$ cat config.mk
export PLATFORM = sky130hd
export DESIGN_NAME = page_seq_ctrl
export DESIGN_NICKNAME = d
export VERILOG_FILES = /design/src/rtl/page_seq_pkg.sv /design/src/rtl/page_advance.sv /design/src/rtl/page_seq_ctrl.sv
export SDC_FILE = /design/constraint.sdc
export NUM_CORES = 1
export LEC_CHECK = 0
export CORE_MARGIN = 2
export CORE_UTILIZATION = 30
export DETAILED_ROUTE_END_ITERATION = 10
export PLACE_DENSITY = 0.52
export SYNTH_ARGS = -nofsm -noshare
export SYNTH_HDL_FRONTEND = slang
export SYNTH_SLANG_ARGS = --single-unit
$ cat constraint.sdc
create_clock -name clk -period 4 [get_ports clk]
set_input_delay 0.8 -clock clk [delete_from_list [all_inputs] [get_ports clk]]
set_output_delay 0.8 -clock clk [all_outputs]
set_load 0.005 [all_outputs]
$ cat src/rtl/page_seq_pkg.sv
// Shared constants and state encoding for the page-advance address sequencer.
package page_seq_pkg;

  localparam int ADDR_W = 16;
  localparam int PAGE_W = 8;
  localparam int PG_W   = ADDR_W - PAGE_W;

  localparam logic [PAGE_W-1:0] PAGE_END_OFF = 8'hFF;

  typedef enum logic [1:0] {
    IDLE = 2'd0,
    RUN  = 2'd1,
    ADV  = 2'd2,
    DONE = 2'd3
  } state_e;

endpackage

$ cat src/rtl/page_advance.sv
// Combinational next-page address: bumps the page number, or reloads the
// restart address when the page number is already at its maximum.
module page_advance
  import page_seq_pkg::*;
(
  input  logic [ADDR_W-1:0] cur_addr,
  input  logic [ADDR_W-1:0] restart_addr,
  input  logic              enable,
  output logic [ADDR_W-1:0] next_addr,
  output logic              overflow
);

  logic [PG_W-1:0] page;

  assign page = cur_addr[ADDR_W-1:PAGE_W];

  // NOTE: every output gets a default before any branch so no latch is inferred.
  always_comb begin
    next_addr = cur_addr;
    overflow  = 1'b0;
    if (enable) begin
      if (page == '1) begin
        next_addr = restart_addr;
        overflow  = 1'b1;
      end else begin
        next_addr = {page + PG_W'(1), {PAGE_W{1'b0}}};
      end
    end
  end

endmodule

$ cat src/rtl/page_seq_ctrl.sv
// Page-walking address sequencer with valid/ready output handshake.
// Optional abort input is enabled by defining PAGE_SEQ_ABORT_EN.
module page_seq_ctrl
  import page_seq_pkg::*;
(
  input  logic              clk,
  input  logic              rst,
  input  logic              start,
  input  logic [ADDR_W-1:0] base_addr,
  input  logic [ADDR_W-1:0] restart_addr,
  input  logic [7:0]        num_pages,
  input  logic [8:0]        burst_len,
`ifdef PAGE_SEQ_ABORT_EN
  input  logic              abort,
`endif
  output logic [ADDR_W-1:0] addr,
  output logic              addr_valid,
  input  logic              addr_ready,
  output logic              busy,
  output logic              done,
  output logic              wrapped
);

  state_e            state_q, state_d;
  logic [ADDR_W-1:0] addr_q, addr_d;
  logic [ADDR_W-1:0] restart_q, restart_d;
  logic [8:0]        burst_q, burst_d;
  logic [8:0]        word_cnt_q, word_cnt_d;
  logic [7:0]        page_cnt_q, page_cnt_d;

  logic              abort_w;
  logic              hs;
  logic              page_end;
  logic [ADDR_W-1:0] adv_addr;
  logic              adv_ovf;

`ifdef PAGE_SEQ_ABORT_EN
  assign abort_w = abort;
`else
  assign abort_w = 1'b0;
`endif

  page_advance u_page_advance (
    .cur_addr     (addr_q),
    .restart_addr (restart_q),
    .enable       (state_q == ADV),
    .next_addr    (adv_addr),
    .overflow     (adv_ovf)
  );

  assign hs       = (state_q == RUN) && addr_ready;
  // Either the burst limit or the physical page boundary closes a page.
  assign page_end = ((word_cnt_q + 9'd1) == burst_q) ||
                    (addr_q[PAGE_W-1:0] == PAGE_END_OFF);

  always_comb begin
    state_d    = state_q;
    addr_d     = addr_q;
    restart_d  = restart_q;
    burst_d    = burst_q;
    word_cnt_d = word_cnt_q;
    page_cnt_d = page_cnt_q;

    unique case (state_q)
      IDLE: begin
        if (start) begin
          restart_d  = restart_addr;
          burst_d    = (burst_len == 9'd0) ? 9'd256 : burst_len;
          word_cnt_d = 9'd0;
          page_cnt_d = num_pages;
          if (num_pages == 8'd0) begin
            state_d = DONE;
          end else begin
            state_d = RUN;
            addr_d  = base_addr;
          end
        end
      end
      RUN: begin
        if (hs) begin
          if (page_end) begin
            page_cnt_d = page_cnt_q - 8'd1;
            state_d    = (page_cnt_q == 8'd1) ? DONE : ADV;
          end else begin
            addr_d     = {addr_q[ADDR_W-1:PAGE_W], addr_q[PAGE_W-1:0] + PAGE_W'(1)};
            word_cnt_d = word_cnt_q + 9'd1;
          end
        end
        if (abort_w) state_d = DONE;
      end
      ADV: begin
        word_cnt_d = 9'd0;
        if (abort_w) begin
          state_d = DONE;
        end else begin
          addr_d  = adv_addr;
          state_d = RUN;
        end
      end
      DONE: state_d = IDLE;
      default: state_d = IDLE;
    endcase
  end

  // NOTE: state registers use non-blocking assignments so all flops update together.
  always_ff @(posedge clk or posedge rst) begin
    if (rst) begin
      state_q    <= IDLE;
      addr_q     <= '0;
      restart_q  <= '0;
      burst_q    <= '0;
      word_cnt_q <= '0;
      page_cnt_q <= '0;
    end else begin
      state_q    <= state_d;
      addr_q     <= addr_d;
      restart_q  <= restart_d;
      burst_q    <= burst_d;
      word_cnt_q <= word_cnt_d;
      page_cnt_q <= page_cnt_d;
    end
  end

  assign addr       = addr_q;
  assign addr_valid = (state_q == RUN);
  assign busy       = (state_q != IDLE);
  assign done       = (state_q == DONE);
  assign wrapped    = adv_ovf && !abort_w;

endmodule

== Word level (Yosys, flattened, before mapping) ==
Cells that the tools add are included.
Word-level totals
  output and inout bits: 20
  register bits after elaboration: 60
  input bits: 53
Cells by class
  $add $sub $neg: 4
  multiplexer cells: 23
  reduce and logical (&&, ||, !) cells: 15
  bitwise gates (word level): 1
  equality and inequality tests: 12
Operator list (number)
  $mux W16: 3
  $pmux W16 S3: 1
  $mux W8: 5
  $mux W9: 4
  $pmux W9 S3: 1
  $add A8 B1 Y8 const B: 2
  $eq A8 B8 Y1 const B: 2
  $pmux W8 S2: 1
  $reduce_and A4 Y1: 3
  $add A9 B1 Y9 const B: 1
  $eq A9 B9 Y1: 1
  $logic_not A9 Y1: 1
  $eq A8 B1 Y1 const B: 1
  $logic_not A8 Y1: 1
  $mux W2: 4
  $pmux W2 S4: 1
  $sub A8 B1 Y8 const B: 1
  $ne A2 B2 Y1 const B: 3
  $reduce_bool A2 Y1: 3
  $reduce_and A5 Y1: 1
  $eq A2 B2 Y1 const B: 2
  $ne A2 B1 Y1 const B: 2
  $mux W1: 3
  $reduce_and A3 Y1: 1
  other kinds (7): 7

== Longest topological paths before layout ==
Gate-level depths: netlist of the first run.
  word-level depth: 6
  mapped depth: 10
  mapped depth without buffers: 9

== Cells and area by module ==
Synthesis of the first run repeated with hierarchy kept, for this count alone.
Unflattened totals
  cells, all modules: 451
  area, all modules: 4087.7 µm²
Modules (own cells, without submodules)
  page_seq_ctrl: area each 3656.0 µm², sequential area each 1501.4 µm², times used 1, cells an instance 380
  page_advance: area each 431.7 µm², sequential area each 0.0 µm², times used 1, cells an instance 71

== Worst setup path before layout of the first run ==
OpenSTA, ideal clock, no wires.
  kind: reg-to-output
  start: reg addr_q[8], in the netlist addr[8]
  end: out wrapped
  setup slack: 1.547 ns
  data required time: 3.200 ns
  arrival time: 1.653 ns
  buffers on the path: 2
  stages on the path, launching flop included: 8
  cell sequence: dfrtp_1 -> ha_1 -> nand2_1 -> nor2_1 -> and4_1 -> clkbuf_1 -> and2_1 -> buf_2
Between the ends
  longest elaborated chain between the ends: 3
RTL lines
  from (decl): line page_seq_ctrl.sv:25  | logic [ADDR_W-1:0] addr_q, addr_d;
  from (signal assigned): line page_seq_ctrl.sv:116  | addr_q <= addr_d;
  $eq A8 B8 Y1: line page_advance.sv:22  | if (page == '1) begin
  $mux W1: line page_advance.sv:22
  $mux W1: line page_advance.sv:21  | if (enable) begin
  to (decl): line page_seq_ctrl.sv:21  | output logic wrapped
No other way between the ends.

== Worst setup path in the final report of the first run ==
Ends and elaborated chain as after synthesis.

==> impl_metrics.toml, run 1 <==
[timing]
finalWorstSetupSlack_ns = 0.579
slew_viol_final = 0
fin_crit_sh_pct = 85.5
period_needed_ns = 3.42
tightest_slew_ns = 0.810
max_slew_margin_pct = 46.0
finalHoldViolCount = 0
fin_skew_ns = 0.00428
rsz0062_at_grt = "no"
fmax_mhz = 292
final.setup.tns_ns = 0
report.final.setup_viol = 0

[synthesis]
synth_compound_area_share_pct = 14.9
synth-simple-area-share_pct = 18.2
async_reset_ff_share_pct = 100
synth_top_area_share_pct = 42.3
synth.avg_cell_area_um2 = 9.67
synth_area_um2 = 3550
synth_seq_area_share_pct = 42.3
yosys.area_share.xor_xnor_pct = 5.43
synthTopCellsByArea = "dfrtp_1 (42%), mux2_2 (11%), nor2_1 (4.0%)"
synth-adder-area-share_pct = 3.17
synth_mux_area_share_pct = 12.2
yosys_warnings = 0
synth_seq_cells = 60
synth_edf_count = 0
synth.largest_area_cell = "dfrtp_1"
netlist_instances = 367
synth_top_family_by_area = "simple AND/OR/NAND/NOR gates"
synth.distinct_cells = 51
synth_flop_cell = "dfrtp_1"
syn-num-nets = 429

[finish]
drive_gt1_share_pct = 13.6
final_area_um2 = 4670
antenna_cells = 0
utilization_pct = 40.7
nets = 498
area_growth_pct = 31.6

[grt]
grt_overflow_total = 0
grt_first_pass_wirelength_um = 15400
grt_pass1_vias = 3078
grt_use_total_pct = 14.9
antenna_found_initial = 0
grt_max_degree = 61

[floorplan]
core.rowCount = 39
die_w_um = 113
start_util_pct = 30.9
die_h_um = 113
io_pins = 73
fp.dieArea_um2 = 12700
coreArea_um2 = 11500

[power]
p_sw_mw = 1.32
clockPowerShare_pct = 21.0
pwr_density_cell_nw_per_um2 = 747
switching_share_pct = 37.9
seq_power_share_pct = 32.4
p_comb_share_pct = 46.6
p_leak_nw = 1.88
vdd_ir_drop_max_mv = 0.346
finalPower_mw = 3.49
internal_power_mw = 2.17

[cts]
cts_resized = 0
hold_buffers = 0
cts_setup_buffers = 0
clock-sinks = 60
cts_tree = "yes"
h-tree-depth = 3
clk_pin_slew_ns = 0.05
root_buffer = "clkbuf_16"
numCtsBuffers = 9
clock_latency_ns = 0.32
cts_buffer_depth = 2

[worst_hold_path]
hold_path_depth = 2
min_to = "burst_q[8]"
hold_class = "reg -> reg"
hold_path_startpoint = "burst_q[8]"

[placed_design]
placed_area_um2 = 4390
gp_congestion = 0.773
dp_hpwl_um = 6300
post-place-ws_ns = 0.919
io_buffers = 72

[critical_path]
slowest_delay_ns = 0.52
path_class = "reg -> out"
startpoint_type = "register"
r2r_end = "addr[6]"
crit_buf_inv = 2
r2r-start = "word_cnt_q[0]"
required_ns = 3.20
cp.arrival_ns = 2.62
crit_family = "simple AND/OR/NAND/NOR gates"
reg2reg_depth = 7
rrSetupSlack_ns = 1.32
crit_chain = "ha_1 > nand2_1 > nor2_1 > and4_1 > and2_1 > buf_4 > clkdlybuf4s50_1"
worstPathMaxFanout = 9
critPathCaptureType = "output pin"
critPathSlowestCell = "clkdlybuf4s50_1"

[drt]
via_count = 3033
finalWirelength_um = 9050
drt_iter0_markers = 74
drt-vias-per-instance = 5.19
ant_nets = 0
route.detailed.drc = 0
firstDrtPassIters = 4
post_drt_wl_per_cell_um = 15.5

[flow_run]
maxCapViolCount = 0

[outcome]
status = "completed"
[per-layer routing]
metal	wire length [µm]	vias to the layer above	track usage (%)	part of all wire [%]
met3	427	6	3.64	4.7
li1	-	1492	-	-
met4	51	0	3.41	0.56
met5	0	-	0	0
met2	4200	76	24.4	46
met1	4370	1459	20.0	48
[cells in the final DEF (no fill, tap or decap), types with 8 or more instances in the layout]
cell,n
xnor2_1,14
a21oi_1,18
ha_1,9
dfrtp_1,60
nor2_1,38
clkbuf_16,9
nand2_1,31
mux2_2,34
inv_1,10
nand3_1,21
o211ai_1,8
o21ai_0,16
xor2_1,8
nor3_1,13
clkdlybuf4s50_1,72
[stage by stage]
stage | instances | hold WS [ns]
6_report | 584 | 0.505
5_1_grt | 584 | 0.527
4_1_cts | 584 | 0.507
3_5_place_dp | 568 | 0.493
3_3_place_gp | 568 | 0.490
2_1_floorplan | 367 | 0.469
[cell families after synthesis]
kind of cell / count (synthesis)
mux: 39
buf+inv: 29
compound gates: 75
xor+xnor: 22
simple gates: 133
fa+ha+maj: 9
flops: 60
[power by group through the flow]
stage	logic, mW	registers (mW)	clock network (mW)
finish	1.63	1.13	0.732
global route	1.83	1.17	0.782
CTS	1.65	1.13	0.750
detailed placement	1.64	1.14	0
global placement	1.63	1.13	0
floorplan	1.18	1.08	0
[sequential cells by signal, summed over array words and instances (netlist names)]
register and cells:
word_cnt_q 9, page_cnt_q 8, state_q 2, restart_q 16, burst_q 9, addr 16
[cell type report]
cell class / count / area [µm²]
multi-input combinational: 278 / 1910
tap: 143 / 179
sequential: 60 / 1500
timing repair buffer: 76 / 751
clock inverter: 1 / 5.00
fill: 1119 / 6800
clock buffer: 15 / 278
inverter: 11 / 41.3
[synth_stat cells, types with 2 or more instances]
library cell / n
o22a_1: 3
mux2_2: 34
o211ai_1: 8
or4_1: 6
ha_1: 9
nor2_1: 38
o21ai_0: 16
nand2_1: 31
nor3_1: 13
xor2_1: 8
a21oi_1: 18
or2_1: 2
nor3b_1: 4
nor4_1: 5
a41oi_1: 4
mux2i_1: 5
nand3_1: 21
clkbuf_1: 13
dfrtp_1: 60
nand2b_1: 2
o2bb2ai_1: 3
a221oi_1: 7
xnor2_1: 14
nand4_1: 4
inv_1: 11
a211oi_1: 3
[worst min-delay path, cell delays in order, from the launching register on]
cell	delay [ns]
dfrtp_1	0.36
nand2_1	0.05
o21ai_0	0.06
[how the worst max path moves through the flow]
stage | from | to | slack, ns | cells after the start
floorplan | addr[8] | wrapped | 1.55 | 7
global placement | addr[8] | wrapped | 0.97 | 7
detailed placement | addr[8] | wrapped | 0.92 | 7
CTS | addr[8] | wrapped | 0.55 | 7
global route | addr[8] | wrapped | 0.40 | 7
finish | addr[8] | wrapped | 0.58 | 7
Power figures use the tool's default switching activity.
==> run 2: changes to the inputs <==
- SLEW_MARGIN: default -> 25
==> results of run 2 <==
Final layout, timing and power as in run 1 (identical DEF).
==> run 3: changes to the inputs <==
- CORE_MARGIN: 2 -> default
==> run 3 against run 2 <==
Against the previous run: largest power group unchanged; sequential cell count stayed put; global-route usage is 0.82 points higher; maximum frequency is 0.62% higher; critical path type unchanged; utilization is 0.31 points higher; non-clock buffer count is 2 higher; worst setup slack better by 0.021 ns; wire length is 0.17% higher; clock skew is 0.0017 ns higher; die area is 3.5% lower; first-iteration DRC count is 4.1% higher; register-to-register slack worse by 0.13 ns.
==> impl_metrics.toml, run 3 (synthesis gave the netlist of run 1 again) <==
[floorplan]
fp.dieArea_um2 = 12300
coreArea_um2 = 11500
io_pins = 73
die_h_um = 111
die_w_um = 111
core.rowCount = 39
start_util_pct = 30.9

[cts]
clk_pin_slew_ns = 0.05
clock-sinks = 60
clock_latency_ns = 0.33
cts_tree = "yes"
cts_buffer_depth = 2
cts_setup_buffers = 0
hold_buffers = 0
root_buffer = "clkbuf_16"
cts_resized = 0
numCtsBuffers = 9
h-tree-depth = 3

[drt]
firstDrtPassIters = 4
drt-vias-per-instance = 5.15
drt_iter0_markers = 77
drt-met1-wl_um = 4350
via_count = 3019
met2_wirelength_um = 4240
wl_met3_um = 386
post_drt_wl_per_cell_um = 15.5
route.detailed.drc = 0
topRoutingLayerUsed = "met4"
finalWirelength_um = 9060
ant_nets = 0

[critical_path]
cp.arrival_ns = 2.60
reg2reg_depth = 8
crit_family = "simple AND/OR/NAND/NOR gates"
startpoint_type = "register"
required_ns = 3.20
critPathSlowestCell = "clkdlybuf4s50_1"
worstPathMaxFanout = 9
crit_chain = "ha_1 > nand2_1 > nor2_1 > and4_1 > and2_1 > buf_4 > clkdlybuf4s50_1"
crit_cells = 7
slowest_delay_ns = 0.53
path_class = "reg -> out"
crit_buf_inv = 2
critPathCaptureType = "output pin"

[timing]
rsz0062_at_grt = "no"
fin_crit_sh_pct = 85.0
tightest_slew_ns = 0.847
fin_skew_ns = 0.00594
finalWorstSetupSlack_ns = 0.600
slew_viol_final = 0
period_needed_ns = 3.40
fmax_mhz = 294
finalHoldViolCount = 0
whs_ns = 0.501
final.setup.tns_ns = 0
report.final.setup_viol = 0
max_slew_margin_pct = 43.5

[placed_design]
io_buffers = 72
gp_congestion = 0.778
placed_area_um2 = 4400
placed_cells = 570
post-place-ws_ns = 0.957
dp_hpwl_um = 6490

[finish]
antenna_cells = 0
layout_common_cells = "clkdlybuf4s50_1 (72), dfrtp_1 (60), nor2_1 (38), mux2_2 (34), nand2_1 (31)"
area_growth_pct = 32.6
nets = 500
fillers = 1125
final_common_cell = "clkdlybuf4s50_1"
final_cell_count_no_fill = 586
utilization_pct = 41.0
drive_gt1_share_pct = 14.7
final_area_um2 = 4700

[outcome]
status = "completed"

[grt]
antenna_found_initial = 0
grt_first_pass_wirelength_um = 15400
grt_pass1_vias = 3137
grt_use_total_pct = 15.7
grt_max_degree = 34
grt_overflow_total = 0

[worst_hold_path]
hold_class = "reg -> reg"
hold_path_depth = 2

[power]
pwr_density_cell_nw_per_um2 = 756
finalPower_mw = 3.56
p_leak_nw = 1.91
vdd_ir_drop_max_mv = 0.266

[flow_run]
maxCapViolCount = 0
run 3: power by group:
part           switching (mW)  internal [mW]
clock network           0.275          0.511
registers               0.250          0.879
logic                   0.815          0.828
run 3: worst paths after layout:
kind	slack, ns	endpoint	from
worst max-delay path	0.60	wrapped	addr[8]
worst min register to register	0.50	burst_q[8]	burst_q[8]
min in group asynchronous	0.92	addr[2]	rst
worst max register to register	1.19	addr[1]	state_q[1]
worst min-delay path	0.50	burst_q[8]	burst_q[8]
max in group asynchronous	2.38	addr[9]	rst
run 3: tightest hold or removal path, cell delays in order (launching register included):
cell     delay [ns]
dfrtp_1        0.36
nand2_1        0.05
o21ai_0        0.06
run 3: layout make-up:
type,instances,area [µm²],share of cell area (%)
multi-input combinational,278,1910,40.7
sequential,60,1500,31.9
timing repair buffer,78,766,16.3
clock buffer,11,253,5.37
tap,143,179,3.80
clock inverter,5,50.0,1.06
inverter,11,41.3,0.878
run 3: layer usage:
layer / up-vias / track usage [%]
met5: - / 0
met4: 0 / 5.69
met3: 8 / 3.99
met2: 71 / 25.1
met1: 1466 / 20.5
li1: 1474 / -
